$ cat src/rtl/io_pkg.sv
// Shared definitions for board input conditioning: sync reset levels, key FSM states, width helper.
// Latency: none (definitions only).
// Backpressure: none (definitions only).
package io_pkg;

    // Synchronizer reset levels: keys idle high (released), switches idle low (off).
    localparam logic KEY_SYNC_RST = 1'b1;
    localparam logic SW_SYNC_RST  = 1'b0;

    // Key press/hold state machine encoding.
    typedef logic [1:0] key_st_t;
    localparam key_st_t KS_IDLE    = 2'd0;
    localparam key_st_t KS_PRESSED = 2'd1;
    localparam key_st_t KS_HELD    = 2'd2;

    // Bits needed for a counter that runs 0..max_val-1, never narrower than 1.
    function automatic int cw(input int max_val);
        return (max_val > 1) ? $clog2(max_val) : 1;
    endfunction

endpackage

$ cat src/rtl/debounce_ch.sv
// One-bit 2-flop synchronizer plus tick-based debounce; o_chg pulses in the cycle o_level updates.
// Latency: 2 cycles sync plus DB_TICKS debounce ticks from raw change to o_level.
// Backpressure: none; free-running, every accepted edge is reported exactly once.
module debounce_ch
    import io_pkg::*;
#(
    parameter int   DB_TICKS = 10,
    parameter logic SYNC_RST = 1'b0,
    parameter logic INV      = 1'b0
) (
    input  logic i_clk,
    input  logic i_rst,
    input  logic i_raw,
    input  logic i_tick,
    output logic o_level,
    output logic o_chg
);

    localparam int            CW   = cw(DB_TICKS);
    localparam logic [CW-1:0] LAST = CW'(DB_TICKS - 1);

    logic [1:0]    r_sync;
    logic          r_s;
    logic [CW-1:0] r_cnt;
    logic          r_chg;
    logic          w_in;

    // Two-stage synchronizer; reset to the idle level of the pin.
    always_ff @(posedge i_clk or posedge i_rst) begin
        if (i_rst) begin
            r_sync <= {2{SYNC_RST}};
        end else begin
            r_sync <= {r_sync[0], i_raw};
        end
    end

    // Keys are active-low on the pin; flip them so 1 always means "active" internally.
    assign w_in = r_sync[1] ^ INV;

    // Accept a new level only after DB_TICKS ticks of uninterrupted disagreement.
    always_ff @(posedge i_clk or posedge i_rst) begin
        if (i_rst) begin
            r_s   <= 1'b0;
            r_cnt <= '0;
            r_chg <= 1'b0;
        end else begin
            r_chg <= 1'b0;
            if (w_in == r_s) begin
                r_cnt <= '0;
            end else if (i_tick) begin
                if (r_cnt == LAST) begin
                    r_s   <= w_in;
                    r_cnt <= '0;
                    r_chg <= 1'b1;
                end else begin
                    r_cnt <= r_cnt + 1'b1;
                end
            end
        end
    end

    assign o_level = r_s;
    assign o_chg   = r_chg;

endmodule

$ cat src/rtl/board_inputs.sv
// Conditions raw keys and switches into debounced levels, edge pulses and key long-press events.
// Latency: 2 sync cycles + DB_TICKS ticks + 1 registered output cycle from pin to outputs.
// Backpressure: none; outputs are 1-cycle pulses/levels, consumers must sample every cycle.
module board_inputs
    import io_pkg::*;
#(
    parameter int NKEY       = 4,
    parameter int NSW        = 10,
    parameter int TICK_DIV   = 50000,
    parameter int DB_TICKS   = 10,
    parameter int LONG_TICKS = 1000
) (
    input  logic            i_clk,
    input  logic            i_rst,
    input  logic [NKEY-1:0] i_key_n,
    input  logic [NSW-1:0]  i_sw,
    output logic [NKEY-1:0] o_key_down,
    output logic [NKEY-1:0] o_key_press,
    output logic [NKEY-1:0] o_key_release,
    output logic [NKEY-1:0] o_key_long,
    output logic [NKEY-1:0] o_key_held,
    output logic [NSW-1:0]  o_sw_out,
    output logic            o_sw_chg
);

    localparam int            PW    = cw(TICK_DIV);
    localparam logic [PW-1:0] PLAST = PW'(TICK_DIV - 1);
    localparam int            HW    = cw(LONG_TICKS);
    localparam logic [HW-1:0] HLAST = HW'(LONG_TICKS - 1);

    logic [PW-1:0]   r_pre;
    logic            w_tick;
    logic [NKEY-1:0] w_key_lvl;
    logic [NKEY-1:0] w_key_chg;
    logic [NSW-1:0]  w_sw_lvl;
    logic [NSW-1:0]  w_sw_chg;
    logic [NSW-1:0]  r_sw_out;
    logic            r_sw_chg;

    // Shared debounce prescaler: one tick every TICK_DIV cycles.
    always_ff @(posedge i_clk or posedge i_rst) begin
        if (i_rst) begin
            r_pre <= '0;
        end else if (w_tick) begin
            r_pre <= '0;
        end else begin
            r_pre <= r_pre + 1'b1;
        end
    end

    assign w_tick = (r_pre == PLAST);

    for (genvar k = 0; k < NKEY; k++) begin : g_key
        key_st_t       r_state;
        logic [HW-1:0] r_hold;
        logic          r_down;
        logic          r_press;
        logic          r_release;
        logic          r_long;
        logic          r_held;

        debounce_ch #(
            .DB_TICKS (DB_TICKS),
            .SYNC_RST (KEY_SYNC_RST),
            .INV      (1'b1)
        ) u_db (
            .i_clk   (i_clk),
            .i_rst   (i_rst),
            .i_raw   (i_key_n[k]),
            .i_tick  (w_tick),
            .o_level (w_key_lvl[k]),
            .o_chg   (w_key_chg[k])
        );

        // Press/hold FSM; a debounced change in IDLE is a press, elsewhere a release.
        always_ff @(posedge i_clk or posedge i_rst) begin
            if (i_rst) begin
                r_state   <= KS_IDLE;
                r_hold    <= '0;
                r_down    <= 1'b0;
                r_press   <= 1'b0;
                r_release <= 1'b0;
                r_long    <= 1'b0;
                r_held    <= 1'b0;
            end else begin
                r_press   <= 1'b0;
                r_release <= 1'b0;
                r_long    <= 1'b0;
                r_down    <= w_key_lvl[k];
                case (r_state)
                    KS_IDLE: begin
                        if (w_key_chg[k]) begin
                            r_state <= KS_PRESSED;
                            r_press <= 1'b1;
                            r_hold  <= '0;
                        end
                    end
                    KS_PRESSED: begin
                        if (w_key_chg[k]) begin
                            r_state   <= KS_IDLE;
                            r_release <= 1'b1;
                        end else if (w_tick) begin
                            if (r_hold == HLAST) begin
                                r_state <= KS_HELD;
                                r_long  <= 1'b1;
                                r_held  <= 1'b1;
                            end else begin
                                r_hold <= r_hold + 1'b1;
                            end
                        end
                    end
                    KS_HELD: begin
                        if (w_key_chg[k]) begin
                            r_state   <= KS_IDLE;
                            r_release <= 1'b1;
                            r_held    <= 1'b0;
                        end
                    end
                    default: begin
                        r_state <= KS_IDLE;
                        r_held  <= 1'b0;
                    end
                endcase
            end
        end

        assign o_key_down[k]    = r_down;
        assign o_key_press[k]   = r_press;
        assign o_key_release[k] = r_release;
        assign o_key_long[k]    = r_long;
        assign o_key_held[k]    = r_held;
    end

    for (genvar s = 0; s < NSW; s++) begin : g_sw
        debounce_ch #(
            .DB_TICKS (DB_TICKS),
            .SYNC_RST (SW_SYNC_RST),
            .INV      (1'b0)
        ) u_db (
            .i_clk   (i_clk),
            .i_rst   (i_rst),
            .i_raw   (i_sw[s]),
            .i_tick  (w_tick),
            .o_level (w_sw_lvl[s]),
            .o_chg   (w_sw_chg[s])
        );
    end

    // Register switch levels and the combined change flag together so they stay aligned.
    always_ff @(posedge i_clk or posedge i_rst) begin
        if (i_rst) begin
            r_sw_out <= '0;
            r_sw_chg <= 1'b0;
        end else begin
            r_sw_out <= w_sw_lvl;
            r_sw_chg <= |w_sw_chg;
        end
    end

    assign o_sw_out = r_sw_out;
    assign o_sw_chg = r_sw_chg;

endmodule

$ cat config.mk
export PLATFORM = sky130hd
export DESIGN_NAME = board_inputs
export DESIGN_NICKNAME = d
export VERILOG_FILES = /design/src/rtl/io_pkg.sv /design/src/rtl/debounce_ch.sv /design/src/rtl/board_inputs.sv
export SDC_FILE = /design/constraint.sdc
export NUM_CORES = 1
export LEC_CHECK = 0
export CORE_ASPECT_RATIO = 0.7
export CORE_UTILIZATION = 49
export CTS_CLUSTER_DIAMETER = 150
export DETAILED_ROUTE_END_ITERATION = 16
export PLACE_DENSITY = 0.67
export SLEW_MARGIN = 10
export SYNTH_ARGS = -nofsm -noshare
export SYNTH_HDL_FRONTEND = slang
export SYNTH_SLANG_ARGS = --single-unit
$ cat constraint.sdc
create_clock -name i_clk -period 11.6 [get_ports i_clk]
set_input_delay 1.16 -clock i_clk [delete_from_list [all_inputs] [get_ports i_clk]]
set_output_delay 1.16 -clock i_clk [all_outputs]
set_load 0.02 [all_outputs]
==> results.md, run 1 <==
- Status: finished, final reports clean
- Die width: 172 um
- Initial DRT Pass Iterations: 4
- Antenna-violating nets left: 0
- Count of final hold-check violations: 0
- Clock slew at reported path FFs: 60 ps
- Share of cells above drive strength 1: 9.14%
- Setup bufs post-CTS: 0
- CP Max Fanout: 48
- Tot Pwr: 1.41 mW
- Fmax: 329 MHz
- Setup Viol. Count Final: 0
- Arrival time at the worst endpoint: 3400 ps
- Hold WC Path Type: reg -> reg
- Post-synthesis register bit count: 207
- Post-Syn Nets: 999
- Clock latency at the later pin of the worst-skew pair: 500 ps
- Synth Instances: 938
- Synth warn: 0
- Yosys top cell by area: dfrtp_1
- Layout Nets: 1022
- Worst stage delay on the critical path: 630 ps
- Most common cell in the netlist: dfrtp_1
- CTS root buf: clkbuf_16
- First-pass GRT wire length: 30200 um
- Total clock sinks: 207
- Via count: 6653
- PwrDens: 128 nW/um^2
- Drt total wl: 17400 um
- Slew Viols, Final: 0
- I/O pin cnt: 47
- Initial Utilization: 51.1%
- Wirelength per Cell: 14.0 um
- Slew HR: 32.0%
- Commonest cells post-synth: dfrtp_1 (199), nor2_1 (94), nand2_1 (84)
- Ys async rst share: 100%
- H-tree Lvls: 1
- Slowest cell on crit path: and4_2
- Clk buf depth: 3
- Max Cap Viol: 0
- IR drop worst, VDD: 0.000111 V
- Period utilisation layout: 26.2%
- Worst setup path category: reg -> reg
- Main synth FF type: dfrtp_1
- Post-cts resize count: 0
- Total track usage: 17.7%
- Final clock skew: 13.1 ps
- Leak: 4.82 nW
- Starting DRT DRC Count: 457
- Share of the synthesized area in the top cell type: 50.5%
- Cts hold-fix bufs: 0
- Cell Rows: 42
- Post-synth EDFFs: 0
- Setup TNS: 0 ps
- Die H: 121 um
- Initial antenna violation count: 0
- Total CTS buffers: 21
- Final min period: 3040 ps
- TritonCTS clock tree: done
- Yosys cell types: 58
- Antenna diode count: 0
- # DRC: 0
- Worst Tran Pin Value: 1020 ps
- Area grow syn2layout: 12.0%
- Routed vias/inst: 5.37
- Average size of a mapped cell: 10.5 sq um
- Crit start category: register
- Die area: 20700 sq um
- RSZ-0062 raised after global routing: no
- Hpwl dp: 11200 um
- Port bufs: 46
- Top cells by area, synth: dfrtp_1 (51%), ha_1 (5.7%), a21oi_1 (3.8%)
- Largest net degree at the start of global routing: 137
- Core Box Area: 19300 sq um
- Crit-path cells: nor4b_4, and4_2, buf_4, a31oi_1, o21ai_0, o41ai_2
- Worst setup EP type: register
- Sequential-to-total area share from yosys stat: 52.7%
- Vias in the first global route: 6231
- Req. time, crit path: 11970 ps
- GRT overflow: 0
- Cell Area, Synth: 9860 sq um
- Gpl congestion: 0.827
## final cells by class
class                   count  area, sq um
fillers                  1632         8240
flip-flops and latches    207         5190
clock buffers              28          592
repair buffers             49          483
well taps                 264          330
inverters                  36          143
clock inverters             8         75.1
multi-input cells         646         4230
## critical path, delay by kind of cell (launching register included)
kind / cells / cell delay [ps]
AO/OA/AOI/OAI: 3 / 840
buffers and inverters: 1 / 580
flip-flops: 1 / 460
AND/OR/NAND/NOR: 2 / 1000
## sequential cells by signal, indices dropped and copies added (netlist names)
register / cells
o_sw_out: 10
g_key.u_db.r_sync: 8
g_key.r_state: 8
g_key.u_db.o_chg: 4
g_key.r_release: 4
g_key.u_db.r_cnt: 16
g_sw.u_db.r_sync: 20
g_sw.u_db.r_cnt: 40
g_sw.u_db.o_chg: 10
g_key.r_long: 4
g_sw.u_db.o_level: 10
r_pre: 16
g_key.r_hold: 40
g_key.u_db.o_level: 4
g_key.r_held: 4
g_key.r_press: 4
g_key.r_down: 4
o_sw_chg: 1
## final timing paths
path,startpoint,end,slack (ps),cells past startpoint
setup / recovery,r_pre[11],g_key[3].r_hold[5],8560,6
hold / removal,g_sw[0].u_db.r_sync[0],g_sw[0].u_db.r_sync[1],350,0
setup reg to reg,r_pre[11],g_key[3].r_hold[5],8560,6
hold reg to reg,g_sw[0].u_db.r_sync[0],g_sw[0].u_db.r_sync[1],350,0
max in group asynchronous,i_rst,g_sw[1].u_db.r_cnt[3],8840,3
min in group asynchronous,i_rst,g_key[3].r_hold[8],1270,2
## power by group
| part | internal [mW] | switching, mW | leakage, nW |
|---|---|---|---|
| clock | 0.382 | 0.272 | 0.335 |
| sequential | 0.728 | 0.00234 | 2.80 |
| combinational | 0.00622 | 0.0185 | 1.68 |
## per-layer routing
metal / track usage, % / up-vias / routed length [um]
met5: 0 / - / 0
met4: 3.57 / 0 / 293
met3: 2.78 / 25 / 620
met2: 25.7 / 94 / 7200
met1: 27.8 / 3215 / 9240
li1: - / 3319 / -
## placed cells by master, fill, tap and decap left out, drive strengths merged, types with 28 or more instances in the layout
cell type / synthesis / final
dfrtp: 199 / 199
nor2: 94 / 94
nand2: 85 / 85
a21oi: 77 / 77
nor3: 53 / 53
clkdlybuf4s50: 0 / 46
ha: 45 / 45
nand3: 40 / 40
inv: 36 / 38
o21ai: 34 / 34
clkbuf: 13 / 28
## per-stage QoR
stage                     utilization [%]  setup WS, ps  hold slack (ps)  area, sq um  std cells
after floorplan                         -          4800              331         9860        938
after CTS                            57.3          8530              345        11000       1238
after global routing                 57.3          8300              354        11000       1238
final                                57.3          8560              345        11000       1238
after detailed placement             53.8          8230              335        10400       1202
after global placement               53.8          8230              334        10400       1202
## kinds of logic (layout without fill, tap and decap cells)
| logic type | count (synthesis) | count (layout) | synth area share [%] |
|---|---|---|---|
| AO/OA/AOI/OAI | 170 | 170 | 11.1 |
| XOR/XNOR | 31 | 31 | 2.75 |
| adder cells (fa/ha/maj) | 45 | 45 | 5.71 |
| buffers and inverters | 85 | 121 | 4.54 |
| flip-flops | 207 | 207 | 52.7 |
| multiplexers | 26 | 26 | 2.77 |
| AND/OR/NAND/NOR | 374 | 374 | 20.4 |
No activity file was read; power rests on OpenSTA's default activity.
==> run 2: changes to the inputs <==
Clock period 11.6 ns to 3.1 ns, I/O delays scaled along.
==> results.md, run 2 (synthesis results as in run 1) <==
- Biggest regs: g_key.r_hold x40, g_sw.u_db.r_cnt x40, g_sw.u_db.r_sync x20
- PwrDens: 462 nW/um^2
- Arrival time at the worst endpoint: 2680 ps
- Register cell area after layout: 5190 sq um
- Final clock skew: 17.7 ps
- Family with the most delay on the worst path: simple AND/OR/NAND/NOR gates
- Total track usage: 17.8%
- Setup Viol. Count Final: 0
- Crit-path cells: nor4b_4, nand4_4, nor3_1, o21ai_0, o22a_1
- Via count: 6598
- Wirelength per Cell: 13.9 um
- Clk buf depth: 3
- Max Cap Viol: 0
- Hold WC Path Type: in -> reg
- I/O pin cnt: 47
- Initial antenna violation count: 0
- Footprint of the multi-input gates: 4230 sq um
- Leak: 4.86 nW
- Initial DRT Pass Iterations: 5
- Worst stage delay on the critical path: 660 ps
- Largest net degree at the start of global routing: 75
- Slew Viols, Final: 0
- Post-Place Cells: 1211
- TritonCTS clock tree: done
- Starting DRT DRC Count: 469
- # DRC: 0
- R2r setup slk: 790 ps
- Die width: 172 um
- Grt met2 use: 23.8%
- H-tree Lvls: 1
- Setup bufs post-CTS: 0
- Core Box Area: 19300 sq um
- IR drop worst, VDD: 0.000332 V
- Count of final hold-check violations: 0
- Area grow syn2layout: 12.9%
- Worst setup EP type: register
- Met1 Usage GRT: 29.5%
- Hpwl dp: 11800 um
- Routed vias/inst: 5.29
- Cts hold-fix bufs: 0
- Worst setup path category: reg -> reg
- Post-cts resize count: 0
- Fill count: 1628
- Total CTS buffers: 20
- Leading cell type in the layout, fill and taps excluded: dfrtp_1
- Initial Utilization: 51.1%
- Final min period: 2310 ps
- Die area: 20700 sq um
- Share of cells above drive strength 1: 9.97%
- Total clock sinks: 207
- Reg2reg start: r_pre[11]
- Most frequent cells in the layout: dfrtp_1 (199), nor2_1 (94), nand2_1 (84)
- Port bufs: 46
- Critical path buffer and inverter count: 0
- Slowest cell on crit path: nor3_1
- Antenna-violating nets left: 0
- CP Depth: 5
- CTS root buf: clkbuf_16
- GRT overflow: 0
- Final Non-Filler Cells: 1247
- Setup TNS: 0 ps
- Antenna diode count: 0
- RSZ-0062 raised after global routing: no
- Gpl congestion: 0.854
- Worst Hold Path Cells: 1
- Hold worst-path end: g_key[0].u_db.r_sync[0]
- Crit start category: register
- Clock slew at reported path FFs: 70 ps
- Vias in the first global route: 6031
- Worst r2r path cells: 5
- First-pass GRT wire length: 30000 um
- Status: finished, final reports clean
- Crit Reg-Reg Endpoint: g_key[2].r_hold[7]
- Most Used Layer, Global Route: met1
- HP Start: i_key_n[0]
- CP Max Fanout: 14
- Clock latency at the later pin of the worst-skew pair: 500 ps
- Layout Nets: 1030
- Die H: 121 um
- Worst Tran Pin Value: 814 ps
- Drt total wl: 17400 um
- Req. time, crit path: 3480 ps
- Fmax: 434 MHz
- Period utilisation layout: 74.4%
- Cell Rows: 42
- Slew HR: 45.5%
- Met3 usage: 2.62%
run 2: cell count changes in the layout (fill, tap and decap cells not counted), sizes merged:
cell      previous run  this run
bufinv               1         0
buf                  3        12
inv                 38        35
clkbuf              28        27
clkinv               5         6
clkinvlp             0         4
run 2: per-stage QoR:
stage / total power [mW] / setup WS, ps / instance area (sq um) / util (%) / hold slack, ps
floorplan: 2.84 / 110 / 9860 / - / 314
global placement: 2.89 / 866 / 10500 / 54.5 / 331
detailed placement: 2.89 / 819 / 10500 / 54.5 / 336
CTS: 5.24 / 819 / 11100 / 57.7 / 198
global route: 5.36 / 616 / 11100 / 57.7 / 203
finish: 5.14 / 794 / 11100 / 57.7 / 212
run 2: worst register-to-register path, cell delays in order, from the launching register on:
cell	delay, ps
dfrtp_1	460
nor4b_4	380
nand4_4	320
nor3_1	660
o21ai_0	190
o22a_1	180
run 2: how the worst max path moves through the flow:
stage                       start            endpoint  slack, ps
6_report                r_pre[11]  g_key[2].r_hold[7]        790
4_1_cts                 r_pre[11]  g_key[0].r_hold[2]        820
3_3_place_gp             r_pre[0]  g_key[0].r_hold[6]        870
2_1_floorplan               i_rst     g_key[0].r_down        110
3_5_place_dp            r_pre[11]  g_key[0].r_hold[2]        820
5_1_grt        g_key[3].r_hold[1]  g_key[3].r_hold[4]        620
run 2: layout make-up:
cell class | count | area share (%)
multi-input cells | 646 | 38.0
flip-flops and latches | 207 | 46.6
inverters | 36 | 1.25
clock buffers | 27 | 5.09
well taps | 264 | 2.97
repair buffers | 58 | 5.51
clock inverters | 9 | 0.573
run 2: power by group:
| part | leakage (nW) | internal [mW] | switching [mW] |
|---|---|---|---|
| clock network | 0.306 | 1.29 | 1.01 |
| registers | 2.80 | 2.72 | 0.00926 |
| logic | 1.75 | 0.0316 | 0.0713 |
run 2: routing by layer:
| layer | routed length (um) | share of wire, % | vias up |
|---|---|---|---|
| li1 | - | - | 3355 |
| met1 | 9630 | 55 | 3122 |
| met2 | 6850 | 39 | 97 |
| met3 | 581 | 3.3 | 24 |
| met4 | 292 | 1.7 | 0 |
| met5 | 0 | 0 | - |
==> run 3: changes to the inputs <==
Clock period 3.1 ns to 2.3 ns, I/O delays scaled along.
==> results.md, run 3 (synthesis results as in run 1) <==
- Vias in the first global route: 6350
- Starting DRT DRC Count: 514
- Slowest cell on crit path: dfrtp_1
- Cell Rows: 42
- Initial antenna violation count: 0
- CP Max Fanout: 18
- Clock latency at the later pin of the worst-skew pair: 510 ps
- Setup Viol. Count Final: 0
- IR drop worst, VDD: 0.000527 V
- Status: finished, final reports clean
- PwrDens: 658 nW/um^2
- Layout Nets: 1046
- Slew HR: 56.8%
- Wirelength per Cell: 14.0 um
- NetSw: 1.48 mW
- Hpwl dp: 11800 um
- I/O pin cnt: 47
- Final Cell Area: 11400 sq um
- Tot Pwr: 7.50 mW
- Slew Viols, Final: 0
- Routed vias/inst: 5.34
- Initial Utilization: 51.1%
- Antenna-violating nets left: 0
- Total clock sinks: 207
- Core Box Area: 19300 sq um
- Total CTS buffers: 21
- Setup TNS: 0 ps
- Crit-path cells: ha_1, and3_1, and4_2, buf_4, nand2_1, or3_1, a21oi_1
- Clk buf depth: 3
- GRT overflow: 0
- # DRC: 0
- Sw Share: 19.8%
- Area grow syn2layout: 15.5%
- Worst setup path category: reg -> reg
- Final clock skew: 24.8 ps
- Initial DRT Pass Iterations: 5
- CTS root buf: clkbuf_16
- First-pass GRT wire length: 30900 um
- Largest net degree at the start of global routing: 69
- Antenna diode count: 0
- Die area: 20700 sq um
- Hold slack final: 96.2 ps
- Biggest regs: g_key.r_hold x40, g_sw.u_db.r_cnt x40, g_sw.u_db.r_sync x20
- Req. time, crit path: 2730 ps
- Arrival time at the worst endpoint: 2600 ps
- Port bufs: 46
- Crit start category: register
- Flop pwr share: 49.1%
- Period utilisation layout: 94.2%
- Most frequent cells in the layout: dfrtp_1 (199), nor2_1 (94), nand2_1 (84)
- Hold WC Path Type: in -> async
- Worst Tran Pin Value: 642 ps
- TritonCTS clock tree: done
- Gpl congestion: 0.832
- Clock slew at reported path FFs: 60 ps
- Via count: 6749
- Comb pwr share: 1.9%
- Worst Setup Slack, final: 134 ps
- Total track usage: 18.3%
- RSZ-0062 raised after global routing: no
- Worst stage delay on the critical path: 370 ps
- Clock Power Share: 49.0%
- Worst r2r path cells: 7
- Share of cells above drive strength 1: 11.4%
- Max Cap Viol: 0
- Worst setup EP type: register
- H-tree Lvls: 1
- Cell Area, Placed: 10600 sq um
- Final min period: 2170 ps
- Int Pwr: 6.01 mW
- Die H: 121 um
- Leading cell type in the layout, fill and taps excluded: dfrtp_1
- Drt total wl: 17700 um
- Leak: 5.00 nW
- Post-Place Setup Slack: 98.6 ps
- Die width: 172 um
- Count of final hold-check violations: 0
- Fmax: 462 MHz
## run 3: area by class of cell
class                      count  area [sq um]
tap                          264           330
clock buffer                  31           613
timing repair buffer          73           738
fill                        1649          7900
sequential                   207          5190
inverter                      36           139
multi-input combinational    646          4240
clock inverter                 7           139
## run 3: timing repair
action                                  in CTS  in global routing
buffers inserted                             0                  0
endpoints found under the setup margin       0                  8
gates resized for setup                      0                  1
hold buffers                                 0                  0
## run 3: power by group through the flow
stage / sequential [mW] / combinational (mW) / clock [mW]
5_1_grt: 3.68 / 0.163 / 3.93
4_1_cts: 3.68 / 0.149 / 3.78
3_5_place_dp: 3.75 / 0.148 / 0
2_1_floorplan: 3.75 / 0.0762 / 0
3_3_place_gp: 3.75 / 0.148 / 0
6_report: 3.68 / 0.141 / 3.67
## run 3: path summary, 6_finish.rpt
kind	startpoint	end	slack [ps]
min in group i_clk	i_key_n[2]	g_key[2].u_db.r_sync[0]	120
min reg2reg	g_sw[2].u_db.r_sync[0]	g_sw[2].u_db.r_sync[1]	350
max	r_pre[0]	g_key[3].u_db.r_cnt[2]	130
max in group asynchronous	i_rst	g_key[1].u_db.r_sync[1]	1500
min	i_rst	g_sw[3].u_db.r_cnt[3]	100
max reg2reg	r_pre[0]	g_key[3].u_db.r_cnt[2]	130
## run 3: per-layer routing
layer | vias up | wire length (um) | global-route usage [%]
li1 | 3369 | - | -
met1 | 3227 | 9130 | 28.5
met2 | 123 | 7440 | 26.1
met3 | 30 | 737 | 3.24
met4 | 0 | 355 | 4.46
met5 | - | 0 | 0
## run 3: through the flow
stage / instances / util [%]
2_1_floorplan: 938 / -
3_3_place_gp: 1226 / 55.1
3_5_place_dp: 1226 / 55.1
4_1_cts: 1264 / 59.0
5_1_grt: 1264 / 59.0
6_report: 1264 / 59.0
## run 3: critical path, delay by kind of cell, from the launching register on
kind            cells  cell delay, ps
compound gates      1             130
flops               1             370
fa+ha+maj           1             190
simple gates        4            1110
buf+inv             1             280
